## config.mk

```make
export PLATFORM = sky130hd
export DESIGN_NAME = activation_scheduler_flat
export DESIGN_NICKNAME = d
export VERILOG_FILES = /design/src/rtl/activation_scheduler_if.sv /design/src/rtl/activation_scheduler.sv /design/src/flat_wrapper.sv
export SDC_FILE = /design/constraint.sdc
export NUM_CORES = 1
export LEC_CHECK = 0
export CAP_MARGIN = 25
export CORE_MARGIN = 2
export CORE_UTILIZATION = 36
export CTS_BUF_LIST = sky130_fd_sc_hd__clkbuf_8
export CTS_CLUSTER_SIZE = 20
export DETAILED_ROUTE_END_ITERATION = 7
export PLACE_DENSITY = 0.82
export SLEW_MARGIN = 20
export SYNTH_ARGS = -nofsm -noshare
export SYNTH_HDL_FRONTEND = slang
export SYNTH_SLANG_ARGS = --single-unit
```

## constraint.sdc

```tcl
create_clock -name clk -period 2.55 [get_ports clk]
set_clock_uncertainty 0.2 [all_clocks]
set_input_delay 0.51 -clock clk [delete_from_list [all_inputs] [get_ports clk]]
set_output_delay 0.51 -clock clk [all_outputs]
set_load 0.005 [all_outputs]
```

## src/rtl/activation_scheduler_if.sv

```systemverilog
// Bus bundle between the activation scheduler and its environment: control, z-buffer read port,
// shared tanh unit operand/result, and activation-buffer write port.
interface activation_scheduler_if #(
    parameter int N_NEURONS = 4,
    parameter int WIDTH     = 32
);
    localparam int IW = (N_NEURONS > 1) ? $clog2(N_NEURONS) : 1;

    logic             start;
    logic [IW:0]      cfg_count;
    logic             pause;
    logic             busy;
    logic             done;
    logic             z_rd;
    logic [IW-1:0]    z_addr;
    logic [WIDTH-1:0] z_data;
    logic [WIDTH-1:0] act_z;
    logic [WIDTH-1:0] act_a;
    logic             a_we;
    logic [IW-1:0]    a_addr;
    logic [WIDTH-1:0] a_data;

    modport master (
        input  start, cfg_count, pause, z_data, act_a,
        output busy, done, z_rd, z_addr, act_z, a_we, a_addr, a_data
    );

    modport slave (
        output start, cfg_count, pause, z_data, act_a,
        input  busy, done, z_rd, z_addr, act_z, a_we, a_addr, a_data
    );
endinterface

```

## src/rtl/activation_scheduler.sv

```systemverilog
// Sequences one shared tanh unit over a layer: reads z[i], registers it into act_z,
// and writes the unit's result to a[i] once the index/valid pipe reaches the end.
module activation_scheduler #(
    parameter int N_NEURONS   = 4,
    parameter int WIDTH       = 32,
    parameter int ACT_LATENCY = 0
) (
    input  logic                   clk,
    input  logic                   rst_n,
    activation_scheduler_if.master bus
);
    localparam int IW    = (N_NEURONS > 1) ? $clog2(N_NEURONS) : 1;
    localparam int DEPTH = 2 + ACT_LATENCY;
    localparam logic [IW:0] N_MAX = (IW+1)'(N_NEURONS);
    localparam logic [IW:0] ONE   = (IW+1)'(1);

    typedef enum logic [1:0] {
        S_IDLE,
        S_ISSUE,
        S_DRAIN,
        S_DONE
    } state_t;

    state_t           state_q, state_d;
    logic [IW:0]      cnt_q, cnt_d;
    logic [IW-1:0]    rd_idx_q, rd_idx_d;
    logic [DEPTH-1:0] vld_q;
    logic [IW-1:0]    idx_q [DEPTH];
    logic [WIDTH-1:0] act_z_q;

    logic [IW:0]      cnt_clamp;
    logic             issue;
    logic             last_rd;

    assign cnt_clamp = (bus.cfg_count > N_MAX) ? N_MAX : bus.cfg_count;
    assign issue     = (state_q == S_ISSUE) && !bus.pause;
    assign last_rd   = ({1'b0, rd_idx_q} == (cnt_q - ONE));

    always_comb begin
        state_d  = state_q;
        cnt_d    = cnt_q;
        rd_idx_d = rd_idx_q;
        case (state_q)
            S_IDLE: begin
                if (bus.start) begin
                    cnt_d    = cnt_clamp;
                    rd_idx_d = '0;
                    state_d  = (cnt_clamp != '0) ? S_ISSUE : S_DONE;
                end
            end
            S_ISSUE: begin
                if (!bus.pause) begin
                    if (last_rd) begin
                        state_d = S_DRAIN;
                    end else begin
                        rd_idx_d = rd_idx_q + 1'b1;
                    end
                end
            end
            S_DRAIN: begin
                // Leave once only the final stage can still hold data; it writes this cycle.
                if (vld_q[DEPTH-2:0] == '0) begin
                    state_d = S_DONE;
                end
            end
            S_DONE: begin
                state_d = S_IDLE;
            end
            default: begin
                state_d = S_IDLE;
            end
        endcase
    end

    always_ff @(posedge clk or negedge rst_n) begin
        if (!rst_n) begin
            state_q  <= S_IDLE;
            cnt_q    <= '0;
            rd_idx_q <= '0;
        end else begin
            state_q  <= state_d;
            cnt_q    <= cnt_d;
            rd_idx_q <= rd_idx_d;
        end
    end

    always_ff @(posedge clk or negedge rst_n) begin
        if (!rst_n) begin
            vld_q   <= '0;
            act_z_q <= '0;
            for (int unsigned i = 0; i < DEPTH; i++) begin
                idx_q[i] <= '0;
            end
        end else begin
            vld_q    <= {vld_q[DEPTH-2:0], issue};
            idx_q[0] <= rd_idx_q;
            for (int unsigned i = 1; i < DEPTH; i++) begin
                idx_q[i] <= idx_q[i-1];
            end
            if (vld_q[0]) begin
                act_z_q <= bus.z_data;
            end
        end
    end

    always_comb begin
        bus.busy   = (state_q != S_IDLE);
        bus.done   = (state_q == S_DONE);
        bus.z_rd   = issue;
        bus.z_addr = issue ? rd_idx_q : '0;
        bus.act_z  = act_z_q;
        bus.a_we   = vld_q[DEPTH-1];
        bus.a_addr = vld_q[DEPTH-1] ? idx_q[DEPTH-1] : '0;
        bus.a_data = vld_q[DEPTH-1] ? bus.act_a : '0;
    end
endmodule
```

## src/flat_wrapper.sv

```systemverilog
// flat-port wrapper written by rule: the top's interface ports become plain ports
module activation_scheduler_flat 
#(
    parameter int N_NEURONS   = 4,
    parameter int WIDTH       = 32,
    parameter int ACT_LATENCY = 0
)
  (clk, rst_n, bus_start, bus_cfg_count, bus_pause, bus_z_data, bus_act_a, bus_busy, bus_done, bus_z_rd, bus_z_addr, bus_act_z, bus_a_we, bus_a_addr, bus_a_data);
  activation_scheduler_if #(.N_NEURONS(N_NEURONS), .WIDTH(WIDTH)) bus_i ();
  input  logic clk;
  input  logic rst_n;
  input wire logic [$bits(bus_i.start)-1:0] bus_start;
  input wire logic [$bits(bus_i.cfg_count)-1:0] bus_cfg_count;
  input wire logic [$bits(bus_i.pause)-1:0] bus_pause;
  input wire logic [$bits(bus_i.z_data)-1:0] bus_z_data;
  input wire logic [$bits(bus_i.act_a)-1:0] bus_act_a;
  output wire logic [$bits(bus_i.busy)-1:0] bus_busy;
  output wire logic [$bits(bus_i.done)-1:0] bus_done;
  output wire logic [$bits(bus_i.z_rd)-1:0] bus_z_rd;
  output wire logic [$bits(bus_i.z_addr)-1:0] bus_z_addr;
  output wire logic [$bits(bus_i.act_z)-1:0] bus_act_z;
  output wire logic [$bits(bus_i.a_we)-1:0] bus_a_we;
  output wire logic [$bits(bus_i.a_addr)-1:0] bus_a_addr;
  output wire logic [$bits(bus_i.a_data)-1:0] bus_a_data;
  assign bus_i.start = bus_start;
  assign bus_i.cfg_count = bus_cfg_count;
  assign bus_i.pause = bus_pause;
  assign bus_i.z_data = bus_z_data;
  assign bus_i.act_a = bus_act_a;
  assign bus_busy = bus_i.busy;
  assign bus_done = bus_i.done;
  assign bus_z_rd = bus_i.z_rd;
  assign bus_z_addr = bus_i.z_addr;
  assign bus_act_z = bus_i.act_z;
  assign bus_a_we = bus_i.a_we;
  assign bus_a_addr = bus_i.a_addr;
  assign bus_a_data = bus_i.a_data;
  activation_scheduler #(.N_NEURONS(N_NEURONS), .WIDTH(WIDTH), .ACT_LATENCY(ACT_LATENCY)) u_core (.clk(clk), .rst_n(rst_n), .bus(bus_i));
endmodule
```

==> results.toml <==
[status]
outcome = "finished clean"

[routing]
vias = 1737
wl_mm = 5.48
dr.pass1.iters = 3
wire_per_inst_um = 14.2
drt_iter0_markers = 31
viasPerCell = 4.51
final_antenna_net_count = 0
remaining_drc_errors = 0

[worst_setup_path]
worstPathCellList = "inv_2 -> ha_4 -> nor2b_4 -> and2_2 -> clkdlybuf4s50_1"
arrival_ns = 1.73
required_ns = 1.84
crit_slowest_cell = "clkdlybuf4s50_1"
cp-end-kind = "primary output"
reg2reg_from = "u_core.state_q[0]"
reg2reg_depth = 6
critPathKind = "register to primary output"
startpoint_type = "register"
cp-startpoint = "u_core.state_q[1]"
slowest_delay_ns = 0.49
endpoint = "bus_z_addr[0]"
ff2ff_setup_slack_ns = 0.53
crit_fanout = 4
r2r_end = "u_core.rd_idx_q[0]"

[flow_run]
drv_cap = 0

[floorplanning]
row_count = 27
die_h_um = 79.5
io_pins = 143
fp.dieW_um = 79.5
start_util = 0.373
dieArea_um2 = 6320
coreArea_um2 = 5510

[synthesis]
yosysWarnings = 0
synth_cells = 162
synth_area_um2 = 2050
synth_area_per_cell_um2 = 12.7
ys_types = 26
ys_seq_area_frac = 0.548
synth_mux_area_frac = 0.191
synth_nets = 239
synthSimpleGateAreaFrac = 0.152
synth_top_family_by_area = "multiplexers"
synthXorXnorAreaFrac = 0.0128
synth_compound_area_frac = 0.0360
synth_adder_area_share = 0.0366
ys_ff_latch = 45

[timing]
hold_violations = 0
tightestPinTransition_ns = 0.354
slew_violations = 0
fmax_mhz = 410
hold_ws_ns = 0.152
min_period_over_period = 0.957
tns_ns = 0
setup_viol = 0
slew_headroom = 0.762
min_period_ns = 2.44

[power]
p_leak_nw = 1.57
vdd_drop_max_mv = 0.635
pwr_density_cell_nw_per_um2 = 930

[place]
portBuffers = 142
gp_congestion = 0.717
dp_hpwl_mm = 4.47
postPlaceCellArea_um2 = 3570
dp.cells = 374

[cts]
htreeDepth = 2
cts-buffers-inserted = 5
cts_buffer_depth = 2
clk-insertion-delay-late_ns = 0.29
path_clk_slew_ns = 0.08
cts-root-buf = "clkbuf_8"
cts_tree = "yes"
cts.sinks = 45

[finish]
syn_to_final_growth_pct = 80.1
fin_area_um2 = 3700
diodes = 0
final_cell_mix = "clkdlybuf4s50_1, dfrtp_1, and2_1"
drive_gt1_frac = 0.0703
finalNonFillerCells = 385
final_common_cell = "clkdlybuf4s50_1"
nets = 389

[global_route]
grt_pass1_wl_mm = 8.54
met2_usage = 0.344
grt_max_degree = 36
track_usage = 0.175
busiest_layer = "met2"
grt_pass1_vias = 1758
grt_use_met3 = 0.0475
grtUsageMet1 = 0.180
antenna_found_initial = 0
grt_remaining_overflow = 0

[min_path]
hp-class = "register to register"
## through the flow
step / power [mW] / utilization / setup WS (ns)
final: 3.44 / 0.671 / 0.108
after global routing: 3.71 / 0.671 / -0.00913
after CTS: 3.46 / 0.666 / 0.0239
after detailed placement: 3.03 / 0.648 / -0.0415
after global placement: 2.95 / 0.648 / -0.0231
after floorplan: 1.96 / - / 0.666
## state kept, by name, summed over array words and instances, names as in the netlist
register          count
u_core.state_q        2
u_core.rd_idx_q       2
u_core.idx_q          4
u_core.cnt_q          3
u_core.vld_q          2
u_core.bus.act_z     32
## kinds of logic (layout without fill, tap and decap cells)
family | count (synthesis) | count (layout)
simple gates | 51 | 51
flops | 45 | 45
mux | 35 | 35
buf+inv | 12 | 163
compound gates | 10 | 10
fa+ha+maj | 6 | 6
xor+xnor | 3 | 3
## report_power, final
part           internal (mW)  switching [mW]  total [mW]
registers               1.06           0.198        1.26
logic                   1.15           0.611        1.76
clock network          0.186           0.231       0.417
## worst min path at each step
stage,slack [ns],cells after the start,startpoint,end
after CTS,0.15,0,u_core.idx_q[2],u_core.idx_q[0]
after floorplan,0.01,0,rst_n,u_core.bus.act_z[0]
after global routing,0.16,0,u_core.idx_q[2],u_core.idx_q[0]
after detailed placement,0.14,1,rst_n,u_core.bus.act_z[3]
after global placement,0.14,1,rst_n,u_core.bus.act_z[3]
final,0.15,0,u_core.idx_q[2],u_core.idx_q[0]
## cell usage after synthesis
cell / instances / area share
nor2_1: 2 / 0.0037
mux2i_1: 2 / 0.0098
nor2b_1: 1 / 0.0030
a2bb2oi_1: 1 / 0.0043
a21oi_1: 2 / 0.0049
o21ai_1: 3 / 0.0073
inv_1: 5 / 0.0091
o21bai_1: 1 / 0.0037
dfrtp_1: 45 / 0.55
clkbuf_1: 4 / 0.0073
and4bb_1: 1 / 0.0061
nor4b_1: 1 / 0.0043
nand3_2: 1 / 0.0049
and2_2: 1 / 0.0037
a221oi_2: 1 / 0.0073
nor3_1: 1 / 0.0024
xnor2_1: 1 / 0.0043
mux2_2: 1 / 0.0055
buf_2: 3 / 0.0073
mux2_1: 32 / 0.18
and2_1: 35 / 0.11
nand2_1: 6 / 0.011
nand2b_1: 2 / 0.0061
xor2_1: 2 / 0.0085
ha_1: 6 / 0.037
a211o_1: 2 / 0.0085
## metal layers
layer	routed length, um	share of wire	vias up
met3	488	0.089	6
met1	1910	0.35	813
met4	56	0.010	0
li1	-	-	840
met2	3020	0.55	78
met5	0	0	-
## worst max-delay path: cells and delay by family (launching register included)
kind	cells	cell delay (ns)
adders and majority gates	1	0.14
buffers and inverters	2	0.59
and+or+nand+nor	2	0.30
DFF	1	0.40
## timing repair
action,CTS,global route
buffers inserted,0,2
hold endpoints to repair,5,0
setup endpoints to repair,3,2
hold buffers,1,0
gates resized for setup,3,3
## final cells by class
class | count | area, um^2
inverter | 5 | 18.8
multi-input combinational | 105 | 898
sequential | 45 | 1130
clock buffer | 5 | 68.8
fill | 410 | 1810
clock inverter | 3 | 13.8
timing repair buffer | 150 | 1480
tap | 72 | 90.1
(Power assumes the default switching activity.)
